File: config.mk
export PLATFORM = sky130hd
export DESIGN_NAME = uart_rx_ctrl
export DESIGN_NICKNAME = d
export VERILOG_FILES = /design/src/rtl/uart_pkg.sv /design/src/rtl/uart_baud_cnt.sv /design/src/rtl/uart_rx_ctrl.sv
export SDC_FILE = /design/constraint.sdc
export NUM_CORES = 1
export LEC_CHECK = 0
export CAP_MARGIN = 20
export CELL_PAD_IN_SITES_DETAIL_PLACEMENT = 1
export CELL_PAD_IN_SITES_GLOBAL_PLACEMENT = 1
export CORE_MARGIN = 2
export CORE_UTILIZATION = 35
export DETAILED_ROUTE_END_ITERATION = 6
export GPL_ROUTABILITY_DRIVEN = 0
export PLACE_DENSITY = 0.77
export SYNTH_ARGS = -nofsm -noshare
export SYNTH_HDL_FRONTEND = slang
export SYNTH_SLANG_ARGS = --single-unit
File: constraint.sdc
create_clock -name clk -period 4.2 [get_ports clk]
set_input_delay 0.63 -clock clk [delete_from_list [all_inputs] [get_ports clk]]
set_output_delay 0.63 -clock clk [all_outputs]
set_load 0.01 [all_outputs]
File: src/rtl/uart_pkg.sv
// uart_pkg: shared UART state encoding and default bit period
package uart_pkg;
  localparam int DEFAULT_DELAY_COUNTS = 22;
  typedef enum logic [2:0] {
    IDLE  = 3'd0,
    START = 3'd1,
    DATA  = 3'd2,
    STOP  = 3'd3,
    BREAK = 3'd4
  } rx_state_t;
endpackage

File: src/rtl/uart_baud_cnt.sv
// uart_baud_cnt: bit-period counter flagging mid-bit and end-of-bit
module uart_baud_cnt
  import uart_pkg::*;
#(
  parameter int DELAY_COUNTS = DEFAULT_DELAY_COUNTS
) (
  input  logic clk,
  input  logic rst,
  input  logic enable,
  input  logic clear,
  output logic end_bit,
  output logic end_half
);
  localparam int W = $clog2(DELAY_COUNTS);
  localparam logic [W-1:0] HALF = W'((DELAY_COUNTS - 1) / 2);
  localparam logic [W-1:0] LAST = W'(DELAY_COUNTS - 1);
  logic [W-1:0] count;
  // free-running within a frame, wrapping once per bit period
  always_ff @(posedge clk)
    if (!rst || clear) count <= '0;
    else if (enable) count <= end_bit ? '0 : count + 1'b1;
  assign end_half = count == HALF;
  assign end_bit  = count == LAST;
endmodule

File: src/rtl/uart_rx_ctrl.sv
// uart_rx_ctrl: serial receive controller delivering framed words with valid/error strobes
module uart_rx_ctrl
  import uart_pkg::*;
#(
  parameter int DELAY_COUNTS = DEFAULT_DELAY_COUNTS,
  parameter int DATA_BITS    = 8
) (
  input  logic                 clk,
  input  logic                 rst,
  input  logic                 rx,
  output logic [DATA_BITS-1:0] rx_data,
  output logic                 rx_valid,
  output logic                 frame_err,
  output logic                 busy
);
  localparam int IW = $clog2(DATA_BITS + 1);
  localparam logic [IW-1:0] LAST_IDX = IW'(DATA_BITS);
  rx_state_t state, state_nx;
  logic rx_s1, rx_s, end_bit, end_half, done, bad;
  logic [IW-1:0] idx;
  logic [DATA_BITS-1:0] shift;
  assign busy = state != IDLE;
  // two-flop synchroniser, preset to the idle-high line level
  always_ff @(posedge clk)
    if (!rst) {rx_s1, rx_s} <= 2'b11;
    else {rx_s1, rx_s} <= {rx, rx_s1};
  uart_baud_cnt #(.DELAY_COUNTS(DELAY_COUNTS)) u_cnt (
    .clk     (clk),
    .rst     (rst),
    .enable  (busy),
    .clear   (!busy),
    .end_bit (end_bit),
    .end_half(end_half)
  );
  // state register
  always_ff @(posedge clk)
    state <= !rst ? IDLE : state_nx;
  // next state; STOP leaves half a bit early so a back-to-back start edge is caught
  always_comb begin
    state_nx = state;
    done     = 1'b0;
    bad      = 1'b0;
    case (state)
      IDLE:    state_nx = rx_s ? IDLE : START;
      START:   state_nx = (end_half && rx_s) ? IDLE : end_bit ? DATA : START;
      DATA:    state_nx = (end_bit && idx == LAST_IDX) ? STOP : DATA;
      STOP: begin
        done     = end_half && rx_s;
        bad      = end_half && !rx_s;
        state_nx = done ? IDLE : bad ? BREAK : STOP;
      end
      BREAK:   state_nx = rx_s ? IDLE : BREAK;
      default: state_nx = IDLE;
    endcase
  end
  // mid-bit sampling into an LSB-first shift register and registered strobes
  always_ff @(posedge clk)
    if (!rst) begin
      idx       <= '0;
      shift     <= '0;
      rx_data   <= '0;
      rx_valid  <= 1'b0;
      frame_err <= 1'b0;
    end else begin
      rx_valid  <= done;
      frame_err <= bad;
      if (done) rx_data <= shift;
      if (state == START) idx <= '0;
      else if (state == DATA && end_half) begin
        shift <= {rx_s, shift[DATA_BITS-1:1]};
        idx   <= idx + 1'b1;
      end
    end
endmodule

### Word level (Yosys, flattened, before mapping)

Cells that the tools add are included.

* output and inout port bits: 11
* bits in registers: 32
* bits of input ports: 3
* word-level logic and storage cells: 43

* equality and inequality tests: 7
* add/subtract/negate cells: 2
* bitwise operators: 2
* reductions and logical operators: 13
* muxes and demuxes: 10

Operator list (number)
* $pmux W3 S5: 1
* $mux W3: 3
* $eq A3 B2 Y1 const B: 2
* $add A5 B1 Y5 const B: 1
* $eq A5 B4 Y1 const B: 1
* $eq A5 B5 Y1 const B: 1
* $mux W5: 1
* $add A4 B1 Y4 const B: 1
* $eq A4 B4 Y1 const B: 1
* $logic_and A1 B1 Y1: 4
* $mux W2: 2
* $reduce_and A2 Y1: 2
* $eq A3 B1 Y1 const B: 1
* $eq A3 B3 Y1 const B: 1
* $logic_not A1 Y1: 3
* $logic_not A3 Y1: 1
* $mux W1: 3
* $reduce_bool A3 Y1: 1
* $not A1 Y1: 2
* $reduce_or A2 Y1: 1
* $logic_or A1 B1 Y1: 1

### Depth between registers and ports, before layout

* word-level depth: 5
* depth in mapped cells: 7
* gate-level depth less buffers: 6

### By module

A second synthesis with hierarchy kept.

* cell total of the unflattened synthesis: 165
* area, all modules: 1445.1 um2

Modules (own cells, without submodules)
* uart_rx_ctrl: area each 1137.3 um2, instances 1, cells each 128
* uart_baud_cnt: area each 307.8 um2, instances 1, cells each 37

### Worst setup path after synthesis

OpenSTA, ideal clock, no wires.

* path type: register to output
* start point: reg state[0]
* end point: out busy
* buffers on the path: 1
* data arrival time: 0.859 ns
* setup slack: 2.711 ns
* stages on the path, launching flop included: 3
* data required time: 3.570 ns
* path through: dfxtp_1 > buf_2 > or3_1

* word-level cells in the longest chain between the ends: 1

Ends and longest elaborated chain
* from (decl): RTL line uart_rx_ctrl.sv:18 `rx_state_t state, state_nx;`
* from (signal assigned): RTL line uart_rx_ctrl.sv:37 `state <= !rst ? IDLE : state_nx;`
* $reduce_bool A3 Y1: RTL line uart_rx_ctrl.sv:22 `assign busy = state != IDLE;`
* to (decl): RTL line uart_rx_ctrl.sv:14 `output logic busy`

Every way passes these cells.

### Worst setup path in the final report

Ends and elaborated chain as after synthesis.

==> flow_summary_export.csv <==
group,metric,value,unit
grt,grt_overflow,0,
clocking,clk_pin_slew_worst_paths,0.06,ns
synthesis,ys_seq_elements,32,
placed_design,hpwlAfterDp,1.96,mm
timing,relSlewSlack,43.8,%
timing,max_freq,445,MHz
clocking,cts_buffers,5,
route,num_vias,1025,
route,drtPass1Iterations,4,
worst_setup_path,cp.arrival,1.62,ns
worst_setup_path,critPathLaunchType,"flip-flop",
timing,setup_tns,0,ns
timing,worst_pin_slew,0.839,ns
route,vias_per_cell,5.00,
synthesis,yosys.area.top_type_share,49.0,%
synthesis,synth_fp_nets,150,
placed_design,dp_slack,2.14,ns
worst_setup_path,reg2reg_to,"idx[0]",
worst_setup_path,path_class,"reg -> out",
synthesis,synth_async_sr_flop_share,0,%
synthesis,synthCells,142,
synthesis,netlist_area,0.00131,sq mm
clocking,ctsHoldBuffers,0,
synthesis,synthTopCellsByArea,"dfxtp_1, mux2i_1, nand3_1, nor2_1, ha_1",
grt,busiest_layer,"met2",
worst_setup_path,ff2ff_setup_slack,2.22,ns
synthesis,synth_ff_type,"dfxtp_1",
worst_setup_path,r2r-start,"state[1]",
worst_setup_path,crit_path_end,"busy",
grt,grt_util_met3,6.16,%
synthesis,synth_edf_count,0,
power_and_ir_drop,ir_worst_vdd,0.116,mV
route,wl_per_cell,13.1,um
clocking,cts_tree,"yes",
power_and_ir_drop,powerDensity,347,mW/mm^2
die,rows,22,
timing,finalMaxSlewViolations,0,
clocking,numClockSinks,32,
route,drtAntennaViolNets,0,
final_layout,drive_gt1_share,7.64,%
synthesis,synth_top_area_cell,"dfxtp_1",
power_and_ir_drop,p_leak,0.589,nW
die,die-area,0.00424,sq mm
synthesis,synthTopCellsByCount,"dfxtp_1, nor2_1, nand3_1, a21oi_1, nand2_1",
grt,grt_use_total,15.3,%
clocking,root_buffer,"clkbuf_8",
grt,grt_pass1_wl,4.86,mm
final_layout,final_cells,205,
worst_setup_path,cp_data_required_time,3.57,ns
synthesis,synth.avg_cell_area,9.20,sq um
synthesis,synth-seq-area-share,49.0,%
worst_setup_path,end_kind,"output port",
grt,grt_max_degree,18,
route,drt-total-wl,2.69,mm
die,coreArea,0.00363,sq mm
die,start_util,36.0,%
die,die_height,65.1,um
worst_setup_path,cp-startpoint,"state[0]",
worst_setup_path,rr_worst_depth,4,
grt,grt_pass1_vias,1101,
synthesis,ys_warn_count,0,
clocking,ctsResizeCount,0,
die,io_pins,14,
grt,grt_use_met1,15.5,%
placed_design,place_inst,198,
timing,setup_viol,0,
route,drc,0,
die,die_w,65.1,um
min_path,min_path_type,"reg -> reg",
clocking,post_cts_buffers,0,
route,drtIter0Drc,58,
synthesis,yosysMostFrequentCell,"dfxtp_1",
synthesis,synth.distinct_cells,29,
grt,globalRouteMet2Util,26.9,%
clocking,cts.path.max_buffers,2,
clocking,clk_latency,0.28,ns
final_layout,finalNetCount,165,
placed_design,portBuffers,13,
timing,hold_viol_final,0,
timing,rsz0062_at_grt,"false",
timing,finalCritPeriodShare,53.5,%
flow_run,maxCapViolations,0,
final_layout,area_growth,19.0,%
final_layout,antenna_cells,0,
timing,final.min_clock_period,2.25,ns
worst_setup_path,cp_max_fo,8,
outcome,status,"complete, no violations",
timing,setup_ws,1.95,ns
grt,antenna_found_initial,0,
clocking,htreeDepth,2,
timing,fin_skew,0.00489,ns
per-stage QoR:
step | util [%] | hold WS (ns) | power [mW] | instance area [sq um]
final | 42.8 | 0.419 | 0.539 | 1550
after global placement | 40.6 | 0.397 | 0.327 | 1480
after detailed placement | 40.6 | 0.406 | 0.328 | 1480
after floorplan | - | 0.386 | 0.322 | 1310
after CTS | 42.8 | 0.426 | 0.546 | 1550
after global routing | 42.8 | 0.444 | 0.565 | 1550
state kept, by name, indices dropped and copies added, names as in the netlist:
name and flops:
shift 8, frame_err 1, u_cnt.count 5, state 3
rx_valid 1, rx_s 1, rx_s1 1, rx_data 8
idx 4
worst max-delay path, stage by stage (launching register included):
cell             delay (ns)
dfxtp_1                0.42
or3_1                  0.43
clkdlybuf4s50_1        0.49
report_power, final:
group          total [mW]  switching (mW)  internal, mW
sequential          0.308         0.00273         0.305
combinational      0.0134         0.00800       0.00544
clock               0.217           0.105         0.112
total               0.539           0.115         0.423
cells by family after synthesis:
kind of cell | share of synthesized area (%)
and+or+nand+nor | 25.2
DFF | 49.0
AOI/OAI and AO/OA | 6.51
buffers and inverters | 4.31
muxes | 6.13
xor gates and xnor gates | 4.02
adders and majority gates | 4.79
cell type report:
| type | instances | area, sq um |
|---|---|---|
| clock buffer | 6 | 72.6 |
| clock inverter | 1 | 5.00 |
| fill | 451 | 2080 |
| inverter | 6 | 22.5 |
| multi-input combinational | 98 | 616 |
| sequential | 32 | 641 |
| tap | 48 | 60.1 |
| timing repair buffer | 14 | 138 |
routing by layer:
| metal | part of all wire [%] | up-vias |
|---|---|---|
| met4 | 1.4 | 0 |
| met5 | 0 | - |
| met2 | 54 | 23 |
| met3 | 4.3 | 5 |
| met1 | 41 | 496 |
| li1 | - | 501 |
cell usage in the layout (no fill, tap or decap), types with 2 or more instances in the layout:
cell / n
dfxtp_1: 32
nor2_1: 19
nand3_1: 15
clkdlybuf4s50_1: 13
nand2_1: 12
a21oi_1: 12
mux2i_1: 8
inv_1: 5
ha_1: 5
clkbuf_8: 5
nand2b_1: 4
xor2_1: 4
nand4b_1: 2
nor3_1: 2
o21ai_1: 2
xnor2_1: 2
how the worst min path moves through the flow:
stage,from,to,slack (ns),cells past startpoint
2_1_floorplan,rx_s1,rx_s,0.39,1
3_3_place_gp,rx_s1,rx_s,0.40,1
3_5_place_dp,rx_s1,rx_s,0.41,1
4_1_cts,rx_s1,rx_s,0.43,1
5_1_grt,rx_s1,rx_s,0.44,1
6_report,rx_s1,rx_s,0.42,1
No activity file was read; power rests on OpenSTA's default activity.
